--- src/rtl/hsync_decoder.sv ---
// Locks onto the hbl_n/h_sync_n line timing and recovers the active column index once locked.
// Latency 1 clk from input change to every output; no backpressure, outputs are free-running.

module hsync_decoder #(
  parameter int LINE_LEN   = 65,
  parameter int ACTIVE_LEN = 40,
  parameter int SYNC_OFS   = 5,
  parameter int SYNC_LEN   = 10,
  parameter int LOCK_LINES = 4,
  parameter int CNT_W      = 7
) (
  input  logic             clk,
  input  logic             mr_n,
  input  logic             hbl_n,
  input  logic             h_sync_n,
  output logic [5:0]       col,
  output logic             col_valid,
  output logic             line_strobe,
  output logic             locked,
  output logic             err_period,
  output logic             err_sync,
  output logic [CNT_W-1:0] line_len_meas
);

  localparam logic [CNT_W-1:0] CNT_MAX   = '1;
  localparam logic [CNT_W-1:0] LINE_C    = CNT_W'(LINE_LEN);
  localparam logic [CNT_W-1:0] ACT_C     = CNT_W'(ACTIVE_LEN);
  localparam logic [CNT_W-1:0] OFS_C     = CNT_W'(SYNC_OFS);
  localparam logic [CNT_W-1:0] SW_C      = CNT_W'(SYNC_LEN);
  localparam logic [5:0]       COL_LAST  = 6'(ACTIVE_LEN - 1);
  localparam logic [2:0]       GOOD_LAST = 3'(LOCK_LINES - 1);

  typedef enum logic [1:0] {ST_SEARCH, ST_MEASURE, ST_LOCKED} state_t;

  state_t           state, state_nxt;
  logic [2:0]       good, good_nxt;
  logic             hbl_q, sync_q;
  logic [CNT_W-1:0] per, act, ofs_cnt, ofs_meas, swid;
  logic [1:0]       nsync;
  logic             bad_line;
  logic             hbl_rise, hbl_fall, sync_fall, fault;
  logic             per_ok, sync_ok;
  logic             timeout, period_err, sync_err, strobe_nxt;

  function automatic logic [CNT_W-1:0] sat_inc(input logic [CNT_W-1:0] v);
    return (v == CNT_MAX) ? v : v + 1'b1;
  endfunction

  // Edges compare the value sampled on this edge against the previous sample.
  assign hbl_rise  = hbl_n & ~hbl_q;
  assign hbl_fall  = ~hbl_n & hbl_q;
  assign sync_fall = ~h_sync_n & sync_q;
  assign fault     = (state != ST_SEARCH) && hbl_n && !h_sync_n;
  assign per_ok    = (per == LINE_C) && (act == ACT_C);
  assign sync_ok   = (ofs_meas == OFS_C) && (swid == SW_C) && (nsync == 2'd1) && !bad_line;

  always_ff @(posedge clk or negedge mr_n) begin
    if (!mr_n) begin
      state <= ST_SEARCH;
      good  <= '0;
    end else begin
      state <= state_nxt;
      good  <= good_nxt;
    end
  end

  always_comb begin
    state_nxt  = state;
    good_nxt   = good;
    timeout    = 1'b0;
    period_err = 1'b0;
    sync_err   = 1'b0;
    strobe_nxt = 1'b0;
    case (state)
      ST_SEARCH: begin
        if (hbl_rise) begin
          state_nxt = ST_MEASURE;
          good_nxt  = '0;
        end
      end
      ST_MEASURE, ST_LOCKED: begin
        if (hbl_rise) begin
          if (per_ok && sync_ok) begin
            if (state == ST_LOCKED) begin
              strobe_nxt = 1'b1;
            end else if (good == GOOD_LAST) begin
              state_nxt = ST_LOCKED;
              good_nxt  = '0;
            end else begin
              good_nxt = good + 3'd1;
            end
          end else begin
            state_nxt  = ST_MEASURE;
            good_nxt   = '0;
            period_err = !per_ok;
            sync_err   = !sync_ok;
          end
        end else if (per == CNT_MAX - 1'b1) begin
          // per saturates on this edge: the line has no plausible end.
          timeout   = 1'b1;
          state_nxt = ST_SEARCH;
          good_nxt  = '0;
        end
      end
      default: state_nxt = ST_SEARCH;
    endcase
  end

  always_ff @(posedge clk or negedge mr_n) begin
    if (!mr_n) begin
      hbl_q         <= 1'b1;
      sync_q        <= 1'b1;
      per           <= '0;
      act           <= '0;
      ofs_cnt       <= '0;
      ofs_meas      <= '0;
      swid          <= '0;
      nsync         <= '0;
      bad_line      <= 1'b0;
      col           <= '0;
      col_valid     <= 1'b0;
      line_strobe   <= 1'b0;
      locked        <= 1'b0;
      err_period    <= 1'b0;
      err_sync      <= 1'b0;
      line_len_meas <= '0;
    end else begin
      hbl_q   <= hbl_n;
      sync_q  <= h_sync_n;
      per     <= hbl_rise ? CNT_W'(1) : sat_inc(per);
      act     <= hbl_rise ? CNT_W'(1) : (hbl_n ? sat_inc(act) : act);
      ofs_cnt <= hbl_fall ? CNT_W'(1) : (!hbl_n ? sat_inc(ofs_cnt) : ofs_cnt);
      swid    <= sync_fall ? CNT_W'(1) : (!h_sync_n ? sat_inc(swid) : swid);

      if (hbl_rise)       ofs_meas <= '0;
      else if (sync_fall) ofs_meas <= hbl_fall ? '0 : ofs_cnt;

      if (hbl_rise)                        nsync <= {1'b0, sync_fall};
      else if (sync_fall && nsync != 2'd3) nsync <= nsync + 2'd1;

      bad_line <= hbl_rise ? fault : (bad_line | fault);

      line_strobe <= strobe_nxt;
      locked      <= (state_nxt == ST_LOCKED);
      err_period  <= period_err | timeout;
      err_sync    <= sync_err | fault;

      if (timeout)                              line_len_meas <= CNT_MAX;
      else if (hbl_rise && state != ST_SEARCH)  line_len_meas <= per;

      // Column tracking covers the line on which lock is first declared.
      if (hbl_rise && state_nxt == ST_LOCKED) begin
        col       <= '0;
        col_valid <= 1'b1;
      end else if (state_nxt != ST_LOCKED || !hbl_n) begin
        col_valid <= 1'b0;
      end else if (col_valid && col != COL_LAST) begin
        col <= col + 6'd1;
      end
    end
  end

endmodule

--- config.mk ---
export PLATFORM = sky130hd
export DESIGN_NAME = hsync_decoder
export DESIGN_NICKNAME = d
export VERILOG_FILES = /design/src/rtl/hsync_decoder.sv
export SDC_FILE = /design/constraint.sdc
export NUM_CORES = 1
export LEC_CHECK = 0
export BUFFER_PORTS_ARGS = -buffer_cell sky130_fd_sc_hd__buf_2
export CAP_MARGIN = 15
export CORE_MARGIN = 2
export CORE_UTILIZATION = 25
export CTS_CLUSTER_SIZE = 20
export DETAILED_ROUTE_END_ITERATION = 16
export SETUP_SLACK_MARGIN = 0.5
export SLEW_MARGIN = 20
export SYNTH_ARGS = -nofsm -noshare
export SYNTH_HDL_FRONTEND = slang
export SYNTH_SLANG_ARGS = --single-unit
--- constraint.sdc ---
create_clock -name clk -period 2.1 [get_ports clk]
set_input_delay 0.105 -clock clk [delete_from_list [all_inputs] [get_ports clk]]
set_output_delay 0.105 -clock clk [all_outputs]
set_load 0.01 [all_outputs]
==> reports/qor.csv <==
metric,value,unit
totalWireLength,7669,µm
cts.path.max_buffers,2,
synth_adder_area_share,0.06147,
post-route-period-util,0.9938,
synthSimpleGateAreaFrac,0.2370,
timing.critical_path.slowest_stage_cell,sky130_fd_sc_hd__dfrtp_1,
synth_xor_xnor_area_share,0.04034,
viasPerCell,4.536,
ys_seq_area_frac,0.4848,
syn_area,3257,µm²
placed_wire_length_estimate_after_detailed_placement,5067,µm
final.fill_count,1216,
synth-warning-count,0,
firstDrtPassIters,5,
number_of_pins_exceeding_their_max_slew_limit_in_the_final_report,0,
via_count_of_the_first_global_routing_pass,2584,
series_of_cell_instances_along_the_critical_path,inv_2 -> ha_4 -> and4bb_2 -> nand3_4 -> a2111oi_4 -> buf_4 -> o31ai_4 -> a211o_1 -> a32o_1,
design.die.area,13960,µm²
grt_use_total,0.1126,
ports_placed_on_the_boundary,22,
post_synth_net_total,343,
synth-seq-cells,63,
ys_types,52,
crit_cells,9,
cap_viol_max_count,0,
critical-path-top-delay-family,compound AO/OA/AOI/OAI gates,
numPlacedInstances,536,
area_growth_syn_to_layout,43.45,%
io_buffer_count,21,
antenna_violating_nets_post_route,0,
fmax,479.2,MHz
via_count,2649,
stdcell_area,4672,µm²
tns,0,ns
type_of_element_launching_the_critical_path,flop,
synth.area.mux_share,0.009988,
timing.final.crit_period,2.087,ns
cts-htree-levels,3,
syn-mean-instance-area,10.08,µm²
critical_path_required,2.31,ns
timing.setup.critical_path_class,flop to flop,
wire_per_inst,13.13,µm
placeable_core_region,12670,µm²
worst_case_clock_skew,0.006261,ns
cts_buffers,9,
clock_sink_count,63,
vdd_drop_max,473.0,µV
asyncSetResetFlopFracSynth,1.000,
hp-class,input port to flop,
worstPathArrival,2.30,ns
grt_max_degree,25,
critPathMaxStageDelay,0.40,ns
cts.reportedPaths.clkPinSlew,0.05,ns
r2r-end,col[1]$_DFFE_PN0P_,
fp-row-count,41,
dieHeight,118.1,µm
start_util,0.2570,
power,0.004209,W
global_route_wire_length_before_repair,12790,µm
insertedDiodeCount,0,
final_hold_viol_count,0,
status,"complete, no violations",
commonest_cells_after_routing_fill_and_taps_aside,"sky130_fd_sc_hd__dfrtp_1 (59), sky130_fd_sc_hd__buf_4 (47), sky130_fd_sc_hd__nor2_1 (38)",
globalRouteOverflowTotal,0,
post-route-drc-count,0,
rrSetupSlack,0.01,ns
synth_enable_flop_cells,0,
measured_slew_at_the_worst_slew_check_pin,0.5404,ns
die_width,118.1,µm
synthFlopType,sky130_fd_sc_hd__dfrtp_1,
detailed_place.area,3824,µm²
gpl.final_weighted_congestion,0.8244,
slew-limit-headroom,0.6398,
commonest_non_fill_non_tap_cell_in_the_layout,sky130_fd_sc_hd__dfrtp_1,
synth_top_family_by_area,simple AND/OR/NAND/NOR gates,
cp-end-kind,flop,
drive_above_1_share,0.4005,
synth_cells,323,
r2r_cells,9,
cp_max_fo,6,
worst_setup_path_endpoint,col[1]$_DFFE_PN0P_,
rsz0062_at_grt,yes,
clock_insertion_delay_worst_skew,0.33,ns
design.final.nets,427,
drtIter0Drc,201,
setup_violations,0,
stdcell_count,584,
r2r_start,per[1]$_DFFE_PN0P_,
cts_tree,yes,
pwr_density_cell,900.8,nW/µm²
cts_root_buffer,sky130_fd_sc_hd__clkbuf_16,
antenna_violations_before_repair,0,
critical_path.n_buffers_inverters,2,
post_synthesis_compound_gate_area_fraction,0.1325,
power.leakage,2.108,nW
startpoint,per[1]$_DFFE_PN0P_,
cell type report:
cell class	instances	area, µm²	share of cell area
clock inverters	5	80.08	0.01714
flip-flops and latches	63	1582	0.3385
clock buffers	11	252.7	0.05410
multi-input cells	235	1857	0.3974
well taps	172	215.2	0.04606
inverters	16	63.81	0.01366
repair buffers	82	621.8	0.1331
flip-flops by register name, indices dropped and copies added, names as in the netlist, 2 cells and up:
| signal | flops |
|---|---|
| act | 7 |
| col | 6 |
| good | 3 |
| line_len_meas | 7 |
| nsync | 2 |
| ofs_cnt | 7 |
| ofs_meas | 7 |
| per | 7 |
| state | 2 |
| swid | 7 |
kinds of logic (layout without fill, tap and decap cells):
logic type               Yosys count  count (layout)
multiplexers                       3               3
AND/OR/NAND/NOR                  143             143
adder cells (fa/ha/maj)           16              16
buffers and inverters             26             114
flip-flops                        63              63
XOR/XNOR                          15              15
AO/OA/AOI/OAI                     57              58
per-stage QoR:
step	worst slack (ns)	utilization	hold WS, ns
2_1_floorplan	0.1041	-	-0.1906
3_3_place_gp	0.04489	0.3018	0.1249
3_5_place_dp	-0.01468	0.3018	0.1294
4_1_cts	-0.0004294	0.3429	0.1009
5_1_grt	-0.1187	0.3687	0.1241
6_report	0.01304	0.3687	0.1263
synthesized netlist by cell type (all sizes together), types with 6 or more instances:
master,instances,area share
dfrtp,61,0.47
nor2,44,0.051
nand2,31,0.036
nand3,18,0.028
ha,16,0.061
inv,16,0.018
xor2,14,0.038
nand4,13,0.030
a21oi,10,0.015
o21ai,9,0.014
and3,8,0.015
a22oi,7,0.016
a31oi,7,0.013
buf,6,0.011
nand2b,6,0.012
power breakdown:
| group | switching [W] | internal, W | total [W] |
|---|---|---|---|
| logic | 0.000538 | 0.000510 | 0.00105 |
| clock network | 0.000534 | 0.00110 | 0.00163 |
| registers | 0.000150 | 0.00138 | 0.00153 |
worst reg2reg max path, cell delays in order, from the launching register on:
cell	delay, ns
sky130_fd_sc_hd__dfrtp_1	0.40
sky130_fd_sc_hd__inv_2	0.09
sky130_fd_sc_hd__ha_4	0.12
sky130_fd_sc_hd__and4bb_2	0.26
sky130_fd_sc_hd__nand3_4	0.10
sky130_fd_sc_hd__a2111oi_4	0.27
sky130_fd_sc_hd__buf_4	0.19
sky130_fd_sc_hd__o31ai_4	0.08
sky130_fd_sc_hd__a211o_1	0.27
sky130_fd_sc_hd__a32o_1	0.19
layer usage:
layer	share of wire	wire length, µm	vias up	global-route usage
met4	0.0089	68	0	0.02711
met5	0	0	-	0
met2	0.46	3544	36	0.1684
met1	0.49	3780	1289	0.1586
met3	0.036	277	7	0.03475
li1	-	-	1317	-
how the worst min path moves through the flow:
stage          start                 end  slack, ns  depth (start not counted)
6_report       hbl_n     hbl_q$_DFF_PN1_       0.13                          2
5_1_grt        hbl_n     hbl_q$_DFF_PN1_       0.12                          2
4_1_cts        hbl_n     hbl_q$_DFF_PN1_       0.10                          2
3_5_place_dp    mr_n  err_sync$_DFF_PN0_       0.13                          1
3_3_place_gp    mr_n  err_sync$_DFF_PN0_       0.12                          1
2_1_floorplan   mr_n  act[0]$_DFFE_PN0P_      -0.19                          0
timing repair:
item | in CTS | in global routing
setup buffers | 10 | 19
resized for setup | 20 | 46
pin swaps | 11 | 21
endpoints found under the setup margin | 28 | 47
cloned | 1 | 0
hold buffers | 2 | 0
endpoints found under the hold margin | 22 | 0
(Power assumes the default switching activity.)
